--- src/rtl/wb_scr1_mem_bridge.sv ---
// ---------------------------------------------------------------------------
// wb_scr1_mem_bridge
// Bridges one SCR1 core memory port (IMEM or DMEM) to a Wishbone B4 classic
// master. Adds lane-aligned byte selects, sub-word write replication,
// 32/64-bit bus support, misalignment/bus-error reporting, a bus timeout and
// request acceptance in the response cycle.
//
// Ports:
//   wb_clk_i, wb_rst_n_i     clock, synchronous active-low reset
//   mem_req_i/mem_req_ack_o  core request handshake (ack is combinational)
//   mem_cmd_i                0 = read, 1 = write
//   mem_width_i              0 = byte, 1 = halfword, 2 = word, 3 = illegal
//   mem_addr_i, mem_wdata_i  byte address, right-aligned write data
//   mem_rdata_o, mem_resp_o  raw 32-bit read word, NOTRDY/RDY_OK/RDY_ER
//   wbm_*                    Wishbone classic master (all outputs registered)
// ---------------------------------------------------------------------------
module wb_scr1_mem_bridge #(
    parameter int unsigned AW      = 32,
    parameter int unsigned DW      = 32,
    parameter int unsigned TIMEOUT = 255
) (
    input  logic            wb_clk_i,
    input  logic            wb_rst_n_i,
    input  logic            mem_req_i,
    output logic            mem_req_ack_o,
    input  logic            mem_cmd_i,
    input  logic [1:0]      mem_width_i,
    input  logic [AW-1:0]   mem_addr_i,
    input  logic [31:0]     mem_wdata_i,
    output logic [31:0]     mem_rdata_o,
    output logic [1:0]      mem_resp_o,
    output logic [AW-1:0]   wbm_adr_o,
    output logic [DW-1:0]   wbm_dat_o,
    input  logic [DW-1:0]   wbm_dat_i,
    output logic            wbm_we_o,
    output logic [DW/8-1:0] wbm_sel_o,
    output logic            wbm_stb_o,
    output logic            wbm_cyc_o,
    input  logic            wbm_ack_i,
    input  logic            wbm_err_i
);

    localparam int unsigned SW = DW / 8;
    localparam int unsigned OB = $clog2(SW);
    // A zero TIMEOUT still needs a 1-bit counter to keep the datapath legal.
    localparam int unsigned TW = (TIMEOUT > 0) ? $clog2(TIMEOUT + 1) : 1;

    localparam logic [1:0] ST_IDLE = 2'd0;
    localparam logic [1:0] ST_BUS  = 2'd1;
    localparam logic [1:0] ST_RESP = 2'd2;

    localparam logic [1:0] RESP_NOTRDY = 2'd0;
    localparam logic [1:0] RESP_OK     = 2'd1;
    localparam logic [1:0] RESP_ER     = 2'd2;

    logic [1:0]    state_q, state_d;
    logic          cyc_q, cyc_d;
    logic          stb_q, stb_d;
    logic          we_q, we_d;
    logic [AW-1:0] adr_q, adr_d;
    logic [SW-1:0] sel_q, sel_d;
    logic [DW-1:0] dat_q, dat_d;
    logic [1:0]    resp_q, resp_d;
    logic [31:0]   rdata_q, rdata_d;
    logic [TW-1:0] cnt_q, cnt_d;
    logic          lane_q, lane_d;

    logic          accept;
    logic          misaligned;
    logic          tmo_hit;
    logic [OB-1:0] off;
    logic [SW-1:0] sel_new;
    logic [DW-1:0] dat_new;
    logic [AW-1:0] adr_new;
    logic [31:0]   rdata_cap;

    // Requests are taken whenever no bus cycle is in flight.
    assign accept = mem_req_i & ((state_q == ST_IDLE) | (state_q == ST_RESP)) & wb_rst_n_i;
    assign mem_req_ack_o = accept;

    assign off     = mem_addr_i[OB-1:0];
    assign adr_new = {mem_addr_i[AW-1:OB], {OB{1'b0}}};

    // Bus cycle expires on the TIMEOUT-th quiet cycle; TIMEOUT = 0 never expires.
    assign tmo_hit = (TIMEOUT != 0) && (cnt_q == TW'(TIMEOUT - 1));

    // 32-bit half of the bus word holding the addressed word (always 0 on a 32-bit bus).
    assign rdata_cap = 32'(wbm_dat_i >> {lane_q, 5'd0});

    // Alignment, byte selects and lane replication for the incoming request.
    always_comb begin
        misaligned = 1'b0;
        sel_new    = SW'(4'hF) << off;
        dat_new    = {(DW/32){mem_wdata_i}};
        case (mem_width_i)
            2'd0: begin
                sel_new = SW'(1) << off;
                dat_new = {SW{mem_wdata_i[7:0]}};
            end
            2'd1: begin
                misaligned = mem_addr_i[0];
                sel_new    = SW'(3) << off;
                dat_new    = {(DW/16){mem_wdata_i[15:0]}};
            end
            2'd2: begin
                misaligned = |mem_addr_i[1:0];
            end
            default: begin
                misaligned = 1'b1;
            end
        endcase
    end

    // Next-state and registered-output logic.
    always_comb begin
        state_d = state_q;
        cyc_d   = cyc_q;
        stb_d   = stb_q;
        we_d    = we_q;
        adr_d   = adr_q;
        sel_d   = sel_q;
        dat_d   = dat_q;
        resp_d  = RESP_NOTRDY;
        rdata_d = rdata_q;
        cnt_d   = cnt_q;
        lane_d  = lane_q;
        case (state_q)
            ST_IDLE, ST_RESP: begin
                state_d = ST_IDLE;
                if (accept) begin
                    if (misaligned) begin
                        state_d = ST_RESP;
                        resp_d  = RESP_ER;
                    end else begin
                        state_d = ST_BUS;
                        cyc_d   = 1'b1;
                        stb_d   = 1'b1;
                        we_d    = mem_cmd_i;
                        adr_d   = adr_new;
                        sel_d   = sel_new;
                        dat_d   = dat_new;
                        cnt_d   = TW'(0);
                        lane_d  = (DW == 64) ? mem_addr_i[2] : 1'b0;
                    end
                end
            end
            ST_BUS: begin
                if (wbm_err_i) begin
                    state_d = ST_RESP;
                    resp_d  = RESP_ER;
                    cyc_d   = 1'b0;
                    stb_d   = 1'b0;
                end else if (wbm_ack_i) begin
                    state_d = ST_RESP;
                    resp_d  = RESP_OK;
                    cyc_d   = 1'b0;
                    stb_d   = 1'b0;
                    if (!we_q) begin
                        rdata_d = rdata_cap;
                    end
                end else if (tmo_hit) begin
                    state_d = ST_RESP;
                    resp_d  = RESP_ER;
                    cyc_d   = 1'b0;
                    stb_d   = 1'b0;
                end else begin
                    cnt_d = cnt_q + TW'(1);
                end
            end
            default: begin
                state_d = ST_IDLE;
                cyc_d   = 1'b0;
                stb_d   = 1'b0;
            end
        endcase
    end

    // State register.
    always_ff @(posedge wb_clk_i) begin
        if (!wb_rst_n_i) begin
            state_q <= ST_IDLE;
        end else begin
            state_q <= state_d;
        end
    end

    // Output and datapath registers.
    always_ff @(posedge wb_clk_i) begin
        if (!wb_rst_n_i) begin
            cyc_q   <= 1'b0;
            stb_q   <= 1'b0;
            we_q    <= 1'b0;
            adr_q   <= '0;
            sel_q   <= '0;
            dat_q   <= '0;
            resp_q  <= RESP_NOTRDY;
            rdata_q <= 32'd0;
            cnt_q   <= TW'(0);
            lane_q  <= 1'b0;
        end else begin
            cyc_q   <= cyc_d;
            stb_q   <= stb_d;
            we_q    <= we_d;
            adr_q   <= adr_d;
            sel_q   <= sel_d;
            dat_q   <= dat_d;
            resp_q  <= resp_d;
            rdata_q <= rdata_d;
            cnt_q   <= cnt_d;
            lane_q  <= lane_d;
        end
    end

    assign wbm_cyc_o   = cyc_q;
    assign wbm_stb_o   = stb_q;
    assign wbm_we_o    = we_q;
    assign wbm_adr_o   = adr_q;
    assign wbm_sel_o   = sel_q;
    assign wbm_dat_o   = dat_q;
    assign mem_resp_o  = resp_q;
    assign mem_rdata_o = rdata_q;

endmodule

--- config.mk ---
export PLATFORM = sky130hd
export DESIGN_NAME = wb_scr1_mem_bridge
export DESIGN_NICKNAME = d
export VERILOG_FILES = /design/src/rtl/wb_scr1_mem_bridge.sv
export SDC_FILE = /design/constraint.sdc
export NUM_CORES = 1
export LEC_CHECK = 0
export CAP_MARGIN = 30
export CORE_ASPECT_RATIO = 2
export CORE_MARGIN = 1
export CORE_UTILIZATION = 42
export DETAILED_ROUTE_END_ITERATION = 12
export PLACE_DENSITY = 0.82
export SETUP_SLACK_MARGIN = 0.4
export SLEW_MARGIN = 20
export SYNTH_ARGS = -nofsm -noshare
export SYNTH_HDL_FRONTEND = slang
export SYNTH_SLANG_ARGS = --single-unit
--- constraint.sdc ---
create_clock -name wb_clk_i -period 2.05 [get_ports wb_clk_i]
set_clock_uncertainty 0.15 [all_clocks]
set_input_delay 0.615 -clock wb_clk_i [delete_from_list [all_inputs] [get_ports wb_clk_i]]
set_output_delay 0.615 -clock wb_clk_i [all_outputs]
set_load 0.02 [all_outputs]
Yosys cells after proc, flatten, opt, wreduce, memory -nomap -nowiden
Index checks and enable logic that the tools add are counted.
{"block": "classes", "reduce_logical": 9, "n_eq_ne": 11, "n_mux": 27, "n_shift": 3, "bitwise_logic": 6, "n_addsub": 1}
{"operator": "one-hot mux 32 bit (2 select lines)", "n": 1}
{"operator": "two-way mux 8 bit", "n": 5}
{"operator": "two-way mux 2 bit", "n": 10}
{"operator": "one-hot mux 8 bit (2 select lines)", "n": 1}
{"operator": "!= test 2 bit (second input constant)", "n": 5}
{"operator": "adder 8 x 1 -> 8 bit (second input constant)", "n": 1}
{"operator": "equality test 8 bit (second input constant)", "n": 1}
{"operator": "one-hot mux 2 bit (2 select lines)", "n": 2}
{"operator": "one-hot mux 4 bit (2 select lines)", "n": 1}
{"operator": "AND reduction 3 bit", "n": 2}
{"operator": "AND reduction 6 bit", "n": 1}
{"operator": "two-way mux 1 bit", "n": 5}
{"operator": "equality test 2 x 1 -> 1 bit (second input constant)", "n": 2}
{"operator": "equality test 2 bit (second input constant)", "n": 2}
{"operator": "zero test 2 bit", "n": 2}
{"operator": "!= test 4 bit (second input constant)", "n": 1}
{"operator": "AND reduction 4 bit", "n": 1}
{"operator": "OR reduction 2 bit", "n": 2}
{"operator": "<< shifter 1 x 2 -> 4 bit (first input constant)", "n": 1}
{"operator": "<< shifter 2 x 2 -> 4 bit (first input constant)", "n": 1}
{"operator": "<< shifter 4 x 2 -> 4 bit (first input constant)", "n": 1}
{"operator": "inverter 1 bit", "n": 3}
{"operator": "one-hot mux 1 bit (3 select lines)", "n": 1}
{"operator": "AND 1 bit", "n": 2}
{"operator": "other kinds (3)", "n": 3}
{"block": "word_totals", "inputBits": 104, "out_inout_bits": 106, "regBits": 112, "wordCells": 66}

Logic depth before layout (Yosys ltp)
{"block": "logic_depth", "ltp_word": 6, "depth_mapped": 7, "mapped_depth_nobuf": 6}

Least setup slack after synthesis
No wires, ideal clock.
{"block": "synth_path", "kind": "in2reg", "start": "input port mem_width_i[1]", "end": "register dat_q[22] (netlist: wbm_dat_o[22])", "arrival_ns": 1.547, "setup_slack_ns": 0.236, "setup_time_ns": 0.116, "path_buffers": 3, "stages": 7, "t_required_ns": 1.784, "cell_sequence": "buf_2 -> a21oi_2 -> o21a_1 -> buf_6 -> buf_6 -> nand2_1 -> o211a_1"}
{"block": "synth_via", "elab_chain_len": 4, "elab_cells_between_ends": 7, "cone_classes": "eq/ne: 2; mux: 2; bitwise: 1; reduce/logical: 2"}
{"item": "from (decl)", "line_no": "27", "source": "input logic [1:0] mem_width_i,"}
{"item": "equality test 2 bit, or another cell as far along", "line_no": "95", "source": "case (mem_width_i)"}
{"item": "one-hot mux 1 bit (3 select lines)", "line_no": "95"}
{"item": "inverter 1 bit (no line)"}
{"item": "AND reduction 3 bit (no line)"}
{"item": "to (signal assigned)", "line_no": "206", "source": "dat_q <= dat_d;"}
{"item": "to (decl)", "line_no": "62", "source": "logic [DW-1:0] dat_q, dat_d;"}
Parallel ways exist; a longest one is shown, timed or not.
A chain may end at the register's enable or synchronous reset.

Worst setup path in the final report
{"block": "layout_path", "start": "input port wb_rst_n_i", "end": "output port mem_req_ack_o"}
{"block": "layout_via", "elab_chain_len": 1}
{"item": "from (decl)", "line_no": "23", "source": "input logic wb_rst_n_i,"}
{"item": "AND 1 bit", "line_no": "78", "source": "assign accept = mem_req_i & ((state_q == ST_IDLE) | (state_q == ST_RESP)) & wb_rst_n_i;"}
{"item": "to (decl)", "line_no": "25", "source": "output logic mem_req_ack_o,"}
No other way between the ends.

==> results.md <==
- Root buf cell: clkbuf_16
- Final hold vios: 0
- Core box area: between 10000 and 15000 um^2
- WP data arrival: between 1 and 1.5 ns
- Critical Path End Type: output port
- Overflow after GRT: 0
- PD cells: between 600 and 700 nW/um^2
- Diode count: 0
- DRT antenna net count: 0
- DR vias: 4904
- Final worst setup slack: roughly 0.23 ns
- DRC: 0
- IO Pins: 210
- Final instance area: around 7700 um^2
- Peak supply drop: ~0.00046 V
- Static leakage: 3.315 nW
- Cell Rows: 54
- Antenna violations before repair: 0
- HPWL Detailed: 10480 um
- Fin crit share: 88.58%
- Clk sinks: 112
- Endpoints failing setup: 0
- Seq pwr share: about 46%
- Critical path's top delay family: buffers and inverters
- Crit Reg-Reg Endpoint: wbm_dat_o[0]
- Fmax: approximately 0.55 GHz
- Sw Share: 25.81%
- Crit path max-delay cell type: and3b_2
- Status: complete, no violations
- Part of the Yosys area used for sequential elements: between 40% and 50%
- CTS tree: done
- Die area: 11630 um^2
- R2R cell count: 8
- R2R setup slack: 0.28 ns
- Netlist cell types: 40
- Most frequent cells in the layout: nand2_1 (185), buf_4 (100), clkdlybuf4s50_1 (95)
- Worst setup path startpoint: wb_rst_n_i
- CP max stage delay: 0.20 ns
- Min Tclk post-route: approximately 1.8 ns
- RSZ-0062 raised after global routing: yes
- Setup Crit Path Kind: input pin to output port
- MaxCap Viol Count: 0
- IO buf count: slightly above 200
- Non-Filler Instances: 930
- Most common cell after layout, fill and taps aside: nand2_1
- Post-placement cell count: approximately 890
- Iter 0 DRT Violations: approximately 240
- Worst hold path class: flip-flop to flip-flop
- DRT Wirelength: between 15000 and 20000 um
- Total power: around 0.0049 W
- Top cell by count, worst path: buf_6
- Pin count of the biggest net entering global routing: 63
- Max clock buf depth: 2
- Vias in the first global route: roughly 4900
- Die Width: roughly 77 um
- Compound-Gate Fraction of Synth Area: 21.08%
- Multiplexer share of the synthesized area: 3.625%
- Post-DR vias/cell: ~5.3
- Placed inst area: just over 7000 um^2
- Synthesis-to-layout area growth: 64.05%
- Combinational Power Share: between 10% and 20%
- Fillers: about 830
- Gpl congestion: 0.8158
- RR Startpoint: state_q[0]
- Synthesis warning total: 0
- Clk_lat worst skew: approximately 0.34 ns
- NumNets Final: 891
- WP depth: 3
- H-tree levels: 3
- Post-Synth XOR/XNOR Area: less than 1%
- Clock transition at path regs: about 0.070 ns
- Setup crit end: mem_req_ack_o
- Worst path bufs/invs: 2
- Share of layout cells above drive strength 1: a little under a third
- Mapped Avg Cell Area: approximately 8.6 um^2
- Clock buffer count from CTS: 9
- Post-Synth Adder-Cell Area: less than 1%
- Largest family of logic cells by synthesized area: compound AO/OA/AOI/OAI gates
- Starting density of the core: ~43%
- Startpoint types: input pin
- Switch Pwr: 0.001277 W
- Crit-path cells: buf_6, and3b_2, buf_6
- Simple-gate share of the synthesized area: a little over a fifth
- Worst-path fanout max: 2
- Cell Area, Synth: ~4700 um^2
- Wire per inst: approximately 17 um
- First-pass detailed-route iteration total: 7
- Die H: 151.5 um
- Cells after Synth: ~550
- Power Internal: 0.003672 W
- Setup WS pre-CTS: -0.5794 ns
- Slew Viols, Final: 0
- Clock network fraction of total power: about 38%
- Seq cells post-synth: 112
- WP data required: between 1 and 1.5 ns
- Gr usage total: 26.46%
- Global-route wire length before repair: around 24000 um
repair_timing:
item,4_1_cts,5_1_grt
hold buffers,0,0
endpoints found under the setup margin,214,160
pin swaps,14,10
setup buffers,20,2
cloned,7,0
resized for setup,500,109
cell usage after synthesis:
library cell	instances	area share [%]
mux2i_1	17	3.6
xnor2_1	2	0.37
o211a_1	16	3.4
a21oi_2	1	0.19
nor3_2	1	0.21
o21ai_0	19	2.0
nand2b_1	2	0.27
o31ai_1	2	0.32
nor3b_1	1	0.16
inv_1	3	0.24
and4_1	1	0.19
a211oi_1	2	0.32
o21ai_1	1	0.11
clkbuf_1	15	1.2
xor2_1	1	0.19
buf_4	3	0.48
dfxtp_1	112	48
ha_1	2	0.53
o21ai_2	1	0.19
nand2_1	189	15
buf_1	1	0.080
or4_1	2	0.32
buf_2	15	1.6
conb_1	1	0.080
nor2_1	10	0.80
a31o_1	1	0.19
buf_6	8	1.9
o21a_1	4	0.64
nor3_1	5	0.53
and3b_1	1	0.19
nand4b_1	1	0.19
and4b_1	1	0.21
or3_1	4	0.53
nor4b_4	1	0.51
nand3b_1	1	0.16
nand3_1	10	1.1
nand4_1	3	0.40
a21oi_1	4	0.43
o211ai_1	1	0.16
a21boi_1	82	13
metrics by stage:
stage | setup TNS, ns | util [%] | hold slack (ns)
floorplan | 0 | - | 0.3105
global placement | -25.16 | 64.79 | 0.2880
detailed placement | -29.58 | 64.79 | 0.2943
CTS | 0 | 68.08 | 0.3023
global route | 0 | 70.80 | 0.3194
finish | 0 | 70.80 | 0.2992
per-layer routing:
layer | GRT usage [%] | up-vias | wire, um
li1 | - | 2314 | -
met1 | 26.88 | 2304 | 5422
met2 | 48.97 | 236 | 8593
met3 | 5.629 | 50 | 1033
met4 | 15.96 | 0 | 761
met5 | 0 | - | 0
worst register-to-register path, delay by kind of cell (launching register included):
family / cells / cell delay, ns
AOI/OAI and AO/OA: 2 / 0.32
and+or+nand+nor: 2 / 0.31
DFF: 1 / 0.32
buffers and inverters: 4 / 0.61
flip-flops by register name, summed over array words and instances, names as in the netlist:
| name | count |
|---|---|
| cnt_q | 8 |
| mem_rdata_o | 32 |
| mem_resp_o | 2 |
| state_q | 2 |
| wbm_adr_o | 30 |
| wbm_dat_o | 32 |
| wbm_sel_o | 4 |
| wbm_stb_o | 1 |
| wbm_we_o | 1 |
cells by family (layout without fill, tap and decap cells):
logic type / count (synthesis) / after routing
AOI/OAI and AO/OA: 134 / 134
xor gates and xnor gates: 3 / 3
adders and majority gates: 2 / 2
buffers and inverters: 45 / 287
DFF: 112 / 112
muxes: 17 / 17
other: 1 / 2
and+or+nand+nor: 233 / 233
worst min-delay path by stage:
stage                         start               to  depth (start not counted)
CTS                 mem_rdata_o[13]  mem_rdata_o[13]                          2
detailed placement  mem_rdata_o[13]  mem_rdata_o[13]                          2
floorplan                  cnt_q[5]         cnt_q[5]                          2
finish              mem_rdata_o[13]  mem_rdata_o[13]                          2
global placement    mem_rdata_o[12]  mem_rdata_o[12]                          2
global route        mem_rdata_o[27]  mem_rdata_o[27]                          2
area by class of cell:
| class | count | area (um^2) | share of cell area, % |
|---|---|---|---|
| inverters | 3 | 13.76 | 0.1787 |
| repair buffers | 268 | 2551 | 33.13 |
| well taps | 140 | 175.2 | 2.275 |
| clock buffers | 9 | 225.2 | 2.924 |
| multi-input cells | 391 | 2355 | 30.58 |
| flip-flops and latches | 112 | 2281 | 29.62 |
| clock inverters | 7 | 100.1 | 1.300 |
power groups by stage:
stage	combinational, W	sequential, W	clock, W
after floorplan	0.000244	0.00239	0
after global placement	0.000719	0.00232	0
after detailed placement	0.000733	0.00232	0
after CTS	0.000773	0.00227	0.00190
after global routing	0.000853	0.00228	0.00200
final	0.000809	0.00227	0.00187
Power figures use the tool's default switching activity.
